==> src/rtl/continuous_monitoring_system_pkg.sv <==
// rtl/continuous_monitoring_system_pkg.sv - shared types and constants for the trace gate
package continuous_monitoring_system_pkg;

  typedef enum logic [1:0] {
    GATE_IDLE    = 2'd0,
    GATE_ARMED   = 2'd1,
    GATE_TRACING = 2'd2,
    GATE_DONE    = 2'd3
  } gate_state_t;

  typedef enum logic [3:0] {
    GATE_START_ADDR = 4'd0,
    GATE_END_ADDR   = 4'd1,
    GATE_TRIG_CFG   = 4'd2,
    GATE_RANGE_EN   = 4'd3,
    GATE_PKT_LIMIT  = 4'd4,
    GATE_ARM        = 4'd5,
    GATE_DISARM     = 4'd6,
    GATE_RANGE0_LO  = 4'd8,
    GATE_RANGE0_HI  = 4'd9,
    GATE_RANGE1_LO  = 4'd10,
    GATE_RANGE1_HI  = 4'd11,
    GATE_RANGE2_LO  = 4'd12,
    GATE_RANGE2_HI  = 4'd13,
    GATE_RANGE3_LO  = 4'd14,
    GATE_RANGE3_HI  = 4'd15
  } gate_ctrl_addr_t;

  localparam int GATE_TRIG_START_EN = 0;
  localparam int GATE_TRIG_END_EN   = 1;
  localparam int GATE_TRIG_REARM    = 2;
  localparam int GATE_MAX_RANGES    = 4;

endpackage

==> src/rtl/cms_trace_gate_if.sv <==
// rtl/cms_trace_gate_if.sv - output packet stream between trace gate and packer
interface cms_trace_gate_if #(
  parameter int PKT_WIDTH = 512
);
  logic                 out_valid;
  logic                 out_ready;
  logic                 out_last;
  logic [PKT_WIDTH-1:0] out_data;

  modport master (output out_valid, output out_data, output out_last, input out_ready);
  modport slave  (input out_valid, input out_data, input out_last, output out_ready);
endinterface

==> src/rtl/cms_gate_fifo2.sv <==
// rtl/cms_gate_fifo2.sv - 2-entry valid/ready buffer; head register drives the output directly
module cms_gate_fifo2 #(
  parameter int WIDTH = 8
) (
  input  logic             clk,
  input  logic             rst_n,
  input  logic             in_valid,
  input  logic [WIDTH-1:0] in_data,
  output logic             full,
  output logic             out_valid,
  input  logic             out_ready,
  output logic [WIDTH-1:0] out_data
);
  logic [WIDTH-1:0] head_q, head_d, tail_q, tail_d;
  logic [1:0]       count_q, count_d;
  logic             pop;

  assign pop       = out_valid && out_ready;
  assign full      = (count_q == 2'd2);
  assign out_valid = (count_q != 2'd0);
  assign out_data  = head_q;

  // Caller only asserts in_valid when there is room (or a pop frees it).
  always_comb begin
    head_d  = head_q;
    tail_d  = tail_q;
    count_d = count_q;
    case (count_q)
      2'd0: begin
        if (in_valid) begin
          head_d  = in_data;
          count_d = 2'd1;
        end
      end
      2'd1: begin
        if (in_valid && pop) begin
          head_d = in_data;
        end else if (in_valid) begin
          tail_d  = in_data;
          count_d = 2'd2;
        end else if (pop) begin
          count_d = 2'd0;
        end
      end
      default: begin
        if (pop) begin
          head_d = tail_q;
          if (in_valid) tail_d = in_data;
          else          count_d = 2'd1;
        end
      end
    endcase
  end

  always_ff @(posedge clk or negedge rst_n) begin
    if (!rst_n) begin
      head_q  <= '0;
      tail_q  <= '0;
      count_q <= 2'd0;
    end else begin
      head_q  <= head_d;
      tail_q  <= tail_d;
      count_q <= count_d;
    end
  end
endmodule

==> src/rtl/cms_trace_gate.sv <==
// rtl/cms_trace_gate.sv - arm/trace/done trace gate with address windows and 2-entry output buffer
// Optional: CMS_TRACE_GATE_DROP_COUNT_EN enables the saturating dropped_count.
module cms_trace_gate
  import continuous_monitoring_system_pkg::*;
#(
  parameter int XLEN            = 64,
  parameter int PKT_WIDTH       = 512,
  parameter int NUM_RANGES      = 4,
  parameter int CTRL_DATA_WIDTH = 64,
  parameter int LIMIT_WIDTH     = 32
) (
  input  logic                       clk,
  input  logic                       rst_n,
  input  logic                       en,
  input  logic [XLEN-1:0]            pc,
  input  logic                       pc_valid,
  input  logic [PKT_WIDTH-1:0]       pkt_in,
  input  logic [3:0]                 ctrl_addr,
  input  logic [CTRL_DATA_WIDTH-1:0] ctrl_wdata,
  input  logic                       ctrl_write_enable,
  cms_trace_gate_if.master           out_if,
  output logic [1:0]                 state,
  output logic [LIMIT_WIDTH-1:0]     pkt_count,
  output logic [31:0]                dropped_count
);
  logic [XLEN-1:0]        start_addr_q, start_addr_d, end_addr_q, end_addr_d;
  logic [2:0]             trig_cfg_q, trig_cfg_d;
  logic [NUM_RANGES-1:0]  range_en_q, range_en_d;
  logic [LIMIT_WIDTH-1:0] pkt_limit_q, pkt_limit_d, pkt_count_q, pkt_count_d;
  logic [XLEN-1:0]        range_lo_q [NUM_RANGES];
  logic [XLEN-1:0]        range_lo_d [NUM_RANGES];
  logic [XLEN-1:0]        range_hi_q [NUM_RANGES];
  logic [XLEN-1:0]        range_hi_d [NUM_RANGES];
  gate_state_t            state_q, state_d;

  logic [NUM_RANGES-1:0]  range_hit;
  logic                   in_range, pc_fire, start_hit, end_hit, active, capture;
  logic                   limit_hit, last_pkt, wr_arm, wr_disarm, fifo_full;
  logic [PKT_WIDTH:0]     fifo_out;

  for (genvar i = 0; i < NUM_RANGES; i++) begin : g_range
    assign range_hit[i] = range_en_q[i] && (pc >= range_lo_q[i]) && (pc <= range_hi_q[i]);
  end

  assign in_range  = (range_en_q == '0) || (|range_hit);
  assign pc_fire   = pc_valid && en;
  assign start_hit = pc_fire && (state_q == GATE_ARMED) && (pc == start_addr_q);
  // End trigger only counts once tracing, so start==end opens on the first hit.
  assign end_hit   = pc_fire && (state_q == GATE_TRACING) && trig_cfg_q[GATE_TRIG_END_EN]
                     && (pc == end_addr_q);
  assign active    = pc_fire && ((state_q == GATE_TRACING) || start_hit);
  assign capture   = active && (in_range || end_hit);
  assign limit_hit = capture && (pkt_limit_q != '0)
                     && (pkt_count_q >= pkt_limit_q - LIMIT_WIDTH'(1));
  assign last_pkt  = end_hit || limit_hit;
  assign wr_arm    = ctrl_write_enable && (ctrl_addr == GATE_ARM);
  assign wr_disarm = ctrl_write_enable && (ctrl_addr == GATE_DISARM);

  always_comb begin
    state_d     = state_q;
    pkt_count_d = pkt_count_q;
    if (capture) pkt_count_d = pkt_count_q + LIMIT_WIDTH'(1);
    if (start_hit) state_d = GATE_TRACING;
    if (last_pkt) begin
      if (trig_cfg_q[GATE_TRIG_REARM]) begin
        state_d     = GATE_ARMED;
        pkt_count_d = '0;
      end else begin
        state_d = GATE_DONE;
      end
    end
    if (wr_arm) begin
      state_d     = trig_cfg_q[GATE_TRIG_START_EN] ? GATE_ARMED : GATE_TRACING;
      pkt_count_d = '0;
    end else if (wr_disarm) begin
      state_d = GATE_IDLE;
    end
  end

  always_comb begin
    start_addr_d = start_addr_q;
    end_addr_d   = end_addr_q;
    trig_cfg_d   = trig_cfg_q;
    range_en_d   = range_en_q;
    pkt_limit_d  = pkt_limit_q;
    range_lo_d   = range_lo_q;
    range_hi_d   = range_hi_q;
    if (ctrl_write_enable) begin
      case (ctrl_addr)
        GATE_START_ADDR: start_addr_d = ctrl_wdata[XLEN-1:0];
        GATE_END_ADDR:   end_addr_d   = ctrl_wdata[XLEN-1:0];
        GATE_TRIG_CFG:   trig_cfg_d   = ctrl_wdata[2:0];
        GATE_RANGE_EN:   range_en_d   = ctrl_wdata[NUM_RANGES-1:0];
        GATE_PKT_LIMIT:  pkt_limit_d  = ctrl_wdata[LIMIT_WIDTH-1:0];
        default: ;
      endcase
      for (int i = 0; i < NUM_RANGES; i++) begin
        if (ctrl_addr == 4'(8 + 2 * i)) range_lo_d[i] = ctrl_wdata[XLEN-1:0];
        if (ctrl_addr == 4'(9 + 2 * i)) range_hi_d[i] = ctrl_wdata[XLEN-1:0];
      end
    end
  end

  always_ff @(posedge clk or negedge rst_n) begin
    if (!rst_n) begin
      state_q      <= GATE_IDLE;
      pkt_count_q  <= '0;
      start_addr_q <= '0;
      end_addr_q   <= '0;
      trig_cfg_q   <= '0;
      range_en_q   <= '0;
      pkt_limit_q  <= '0;
      for (int i = 0; i < NUM_RANGES; i++) begin
        range_lo_q[i] <= '0;
        range_hi_q[i] <= '1;
      end
    end else begin
      state_q      <= state_d;
      pkt_count_q  <= pkt_count_d;
      start_addr_q <= start_addr_d;
      end_addr_q   <= end_addr_d;
      trig_cfg_q   <= trig_cfg_d;
      range_en_q   <= range_en_d;
      pkt_limit_q  <= pkt_limit_d;
      range_lo_q   <= range_lo_d;
      range_hi_q   <= range_hi_d;
    end
  end

  // A full buffer still accepts when the head is leaving this cycle.
  cms_gate_fifo2 #(.WIDTH(PKT_WIDTH + 1)) u_fifo (
    .clk       (clk),
    .rst_n     (rst_n),
    .in_valid  (capture && (!fifo_full || out_if.out_ready)),
    .in_data   ({last_pkt, pkt_in}),
    .full      (fifo_full),
    .out_valid (out_if.out_valid),
    .out_ready (out_if.out_ready),
    .out_data  (fifo_out)
  );

  assign out_if.out_data = fifo_out[PKT_WIDTH-1:0];
  assign out_if.out_last = fifo_out[PKT_WIDTH];
  assign state           = state_q;
  assign pkt_count       = pkt_count_q;

`ifdef CMS_TRACE_GATE_DROP_COUNT_EN
  logic [31:0] dropped_count_q, dropped_count_d;

  always_comb begin
    dropped_count_d = dropped_count_q;
    if (capture && fifo_full && !out_if.out_ready && (dropped_count_q != '1))
      dropped_count_d = dropped_count_q + 32'd1;
  end

  always_ff @(posedge clk or negedge rst_n) begin
    if (!rst_n) dropped_count_q <= '0;
    else        dropped_count_q <= dropped_count_d;
  end

  assign dropped_count = dropped_count_q;
`else
  assign dropped_count = '0;
`endif
endmodule

==> src/flat_wrapper.sv <==
// flat-port wrapper written by rule: the top's interface ports become plain ports
module cms_trace_gate_flat import continuous_monitoring_system_pkg::*;
#(
  parameter int XLEN            = 64,
  parameter int PKT_WIDTH       = 512,
  parameter int NUM_RANGES      = 4,
  parameter int CTRL_DATA_WIDTH = 64,
  parameter int LIMIT_WIDTH     = 32
)
  (clk, rst_n, en, pc, pc_valid, pkt_in, ctrl_addr, ctrl_wdata, ctrl_write_enable, state, pkt_count, dropped_count, out_if_out_valid, out_if_out_data, out_if_out_last, out_if_out_ready);
  cms_trace_gate_if #(.PKT_WIDTH(PKT_WIDTH)) out_if_i ();
  input  logic clk;
  input  logic rst_n;
  input  logic en;
  input  logic [XLEN-1:0] pc;
  input  logic pc_valid;
  input  logic [PKT_WIDTH-1:0] pkt_in;
  input  logic [3:0] ctrl_addr;
  input  logic [CTRL_DATA_WIDTH-1:0] ctrl_wdata;
  input  logic ctrl_write_enable;
  output logic [1:0] state;
  output logic [LIMIT_WIDTH-1:0] pkt_count;
  output logic [31:0] dropped_count;
  output wire logic [$bits(out_if_i.out_valid)-1:0] out_if_out_valid;
  output wire logic [$bits(out_if_i.out_data)-1:0] out_if_out_data;
  output wire logic [$bits(out_if_i.out_last)-1:0] out_if_out_last;
  input wire logic [$bits(out_if_i.out_ready)-1:0] out_if_out_ready;
  assign out_if_out_valid = out_if_i.out_valid;
  assign out_if_out_data = out_if_i.out_data;
  assign out_if_out_last = out_if_i.out_last;
  assign out_if_i.out_ready = out_if_out_ready;
  cms_trace_gate #(.XLEN(XLEN), .PKT_WIDTH(PKT_WIDTH), .NUM_RANGES(NUM_RANGES), .CTRL_DATA_WIDTH(CTRL_DATA_WIDTH), .LIMIT_WIDTH(LIMIT_WIDTH)) u_core (.clk(clk), .rst_n(rst_n), .en(en), .pc(pc), .pc_valid(pc_valid), .pkt_in(pkt_in), .ctrl_addr(ctrl_addr), .ctrl_wdata(ctrl_wdata), .ctrl_write_enable(ctrl_write_enable), .out_if(out_if_i), .state(state), .pkt_count(pkt_count), .dropped_count(dropped_count));
endmodule
==> config.mk <==
export PLATFORM = sky130hd
export DESIGN_NAME = cms_trace_gate_flat
export DESIGN_NICKNAME = d
export VERILOG_FILES = /design/src/rtl/continuous_monitoring_system_pkg.sv /design/src/rtl/cms_trace_gate_if.sv /design/src/rtl/cms_gate_fifo2.sv /design/src/rtl/cms_trace_gate.sv /design/src/flat_wrapper.sv
export SDC_FILE = /design/constraint.sdc
export NUM_CORES = 2
export LEC_CHECK = 0
export BUFFER_PORTS_ARGS = -buffer_cell sky130_fd_sc_hd__buf_2
export CAP_MARGIN = 15
export CORE_AREA = 4 4 474 476
export CTS_CLUSTER_SIZE = 20
export DETAILED_ROUTE_END_ITERATION = 8
export DIE_AREA = 0 0 478 480
export PLACE_DENSITY_LB_ADDON = 0.1
export SYNTH_ARGS = -nofsm -noshare
export SYNTH_HDL_FRONTEND = slang
export SYNTH_SLANG_ARGS = --single-unit
==> constraint.sdc <==
create_clock -name clk -period 3.8 [get_ports clk]
set_input_delay 0.57 -clock clk [delete_from_list [all_inputs] [get_ports clk]]
set_output_delay 0.57 -clock clk [all_outputs]
set_load 0.02 [all_outputs]
==> impl_metrics.toml <==
[setup_path]
worst-path-buf-inv = 7
path_max_fanout = 8
critPathTopFamily = "simple AND/OR/NAND/NOR gates"
crit_arrival_ns = 5.20
slowest_stage = "dfstp_2"
crit_path_cell_trace = "inv_1 > ha_1 > and4_1 > and4bb_4 > nand4_1 > nor3_2 > buf_4 > o41ai_4 > and4_1 > o22a_2 > o41ai_4 > buf_12 > nor2b_4 > buf_12 > buf_16 > clkbuf_16 > clkbuf_16 > mux2_4"
crit_required_ns = 4.51
crit_type = "register to register"
cpPeakStageDelay_ns = 0.51
critPathLaunchType = "register"
endpoint_kind = "register"

[yosys]
synth_area_um2 = 93700
synth_edf_count = 0
yosysMostFrequentCell = "dfrtp_1"
synth_commonest_cells = "dfrtp_1, nand3_1, a21oi_1"
synthCells = 9076
ys_async_sr_fraction_pct = 100
yosys_warnings = 0
synthTopCellsByArea = "dfrtp_1, ha_1, dfstp_2, nand3_1, or4b_1"
synth_area_leader_cell = "dfrtp_1"
synth_ff_type = "dfrtp_1"
syn_avg_cell_area_um2 = 10.3
synth_top_area_share_pct = 39.6
synth-seq-cells = 1741
synth_cell_types = 87
yosysSeqAreaShare_pct = 46.8

[final_layout]
area_growth_pct = 30.2
nets = 12300
drive_above_1_share_pct = 29.4
stdcell_count = 14300
nFillCells = 19300

[hold_path]
hold_path.class = "input pin to register"

[pwr]
power.leakage_nw = 59.9
peakVddDrop_mv = 0.433
p_per_area_nw_per_um2 = 575
power_w = 0.0701

[sta]
finalCriticalPeriod_ns = 4.49
setup_slack_ns = -0.692
max_freq_mhz = 223
clock_skew_ns = 0.0441
setup-tns-final_ns = -530.88
maxSlewHeadroom_pct = 22.2
hold_viol_final = 0
setup_viol = 1062
worst_slew_pin_slew_ns = 1.17
slew_viol_final = 0
fin_crit_sh_pct = 118
rsz0062_at_grt = "yes"

[placement]
dp_cells = 13300
portBuffers = 1197
finalWeightedCongestion = 0.929
hpwlAfterDp_um = 254000

[floorplan]
core_area_um2 = 221000
die_h_um = 480
die_area_um2 = 229000
die_w_um = 478
pin_count = 1230
start_util_pct = 42.4
rows = 173

[cts]
root_buffer = "clkbuf_16"
cts_sinks = 1741
cts_buffer_depth = 3
clock_latency_ns = 0.85
htreeDepth = 4
clk_pin_slew_ns = 0.06
tritoncts = "built"
cts_buffers = 200

[status]
outcome = "complete, but fails checks"
violations = "negative setup slack"

[routing]
drc_errors = 0
via_per_inst = 5.74
vias = 82200
detail-route-antenna-nets = 0
firstDrtPassIters = 5
routedWlPerCell_um = 25.7
drt-initial-drc-count = 6749
drt-total-wl_um = 368000

[global_routing]
overflow = 0
grt_max_degree = 251
grt_pass1_wl_um = 533000
grt_pass1_vias = 80500
antenna_found_initial = 132
grtUsageTotal_pct = 30.4

[flow_run]
maxCapViolCount = 0
layout by cell type, fill, tap and decap left out, types with 231 or more instances in the layout:
cell	count
ha_1	534
mux2_4	258
dlygate4sd3_1	512
and3_1	519
inv_1	531
clkbuf_16	231
dfstp_2	256
a21oi_1	712
mux2_2	344
nand2_1	534
nand3_1	1103
or4b_1	510
o21ai_0	443
buf_2	1195
buf_4	645
dfrtp_1	1484
through the flow:
step | util, % | hold WS [ns] | setup slack, ns | instance area (um^2)
after global routing | 55.2 | 0.0373 | -0.825 | 122000
after CTS | 54.3 | 0.0106 | -0.756 | 120000
after floorplan | - | 0.274 | 0.00100 | 93900
after global placement | 48.6 | 0.458 | -1.56 | 107000
after detailed placement | 48.6 | 0.468 | -1.55 | 107000
final | 55.2 | 0.0735 | -0.692 | 122000
power by group:
group	switching, W	internal (W)	leakage, nW
Clock	0.00832	0.0115	3.26
Combinational	0.0140	0.00914	34.8
Sequential	0.00335	0.0239	21.8
worst reg2reg max path, stage by stage (launching register included):
cell       delay (ns)
dfstp_2          0.51
inv_1            0.05
ha_1             0.28
and4_1           0.30
and4bb_4         0.34
nand4_1          0.22
nor3_2           0.23
buf_4            0.19
o41ai_4          0.11
and4_1           0.19
o22a_2           0.27
o41ai_4          0.42
buf_12           0.18
nor2b_4          0.05
buf_12           0.14
buf_16           0.18
clkbuf_16        0.25
clkbuf_16        0.19
mux2_4           0.30
final cells by class:
class	instances	area (um^2)	area share [%]
Clock buffer	295	5870	4.81
Tap cell	2975	3720	3.05
Antenna cell	103	258	0.211
Sequential cell	1741	43900	36.0
Clock inverter	61	756	0.619
Inverter	544	2050	1.68
Multi-Input combinational cell	6083	45600	37.4
Timing Repair Buffer	2533	19900	16.3
registers in the layout, summed over array words and instances (netlist names):
signal                  cells
u_core.end_addr_q          64
u_core.u_fifo.count_q       2
u_core.pkt_count           32
u_core.pkt_limit_q         32
u_core.start_addr_q        64
u_core.u_fifo.out_data    513
u_core.u_fifo.tail_q      513
u_core.range_lo_q         256
u_core.range_hi_q         256
u_core.range_en_q           4
u_core.trig_cfg_q           3
u_core.state                2
kinds of logic (layout without fill, tap and decap cells):
group                      after synthesis  in the layout  synth area share (%)
AOI/OAI and AO/OA                     1409           1409                  8.50
muxes                                  816            816                  10.1
buffers and inverters                 1283           3433                  5.89
other                                    1            135               0.00400
DFF                                   1741           1741                  46.8
and+or+nand+nor                       3139           3139                  20.1
adders and majority gates              547            547                  7.30
xor gates and xnor gates               140            140                  1.31
timing repair:
item	in CTS	in global routing
endpoints found under the hold margin	545	0
pin swaps	10	27
cloned	16	36
hold buffers	512	0
setup buffers	11	9
gates resized for setup	77	223
setup endpoints to repair	1062	1062
final timing paths:
kind	start	end	slack [ns]	depth (start not counted)
worst max-delay path	u_core.range_hi_q[182]	u_core.u_fifo.tail_q[137]	-0.69	18
worst min-delay path	pkt_in[24]	u_core.u_fifo.tail_q[24]	0.07	2
worst max register to register	u_core.range_hi_q[182]	u_core.u_fifo.tail_q[137]	-0.69	18
worst min register to register	u_core.u_fifo.tail_q[240]	u_core.u_fifo.tail_q[240]	0.48	1
max in group asynchronous	rst_n	u_core.u_fifo.out_data[393]	2.25	3
min in group asynchronous	rst_n	u_core.start_addr_q[8]	0.41	2
metal layers:
layer  routed length, um  part of all wire [%]  global-route usage, %
met5                 281                 0.076                      0
met4               16900                   4.6                   12.2
met3               28300                   7.7                   7.57
met2              167000                    46                   47.6
met1              155000                    42                   40.3
No activity file was read; power rests on OpenSTA's default activity.
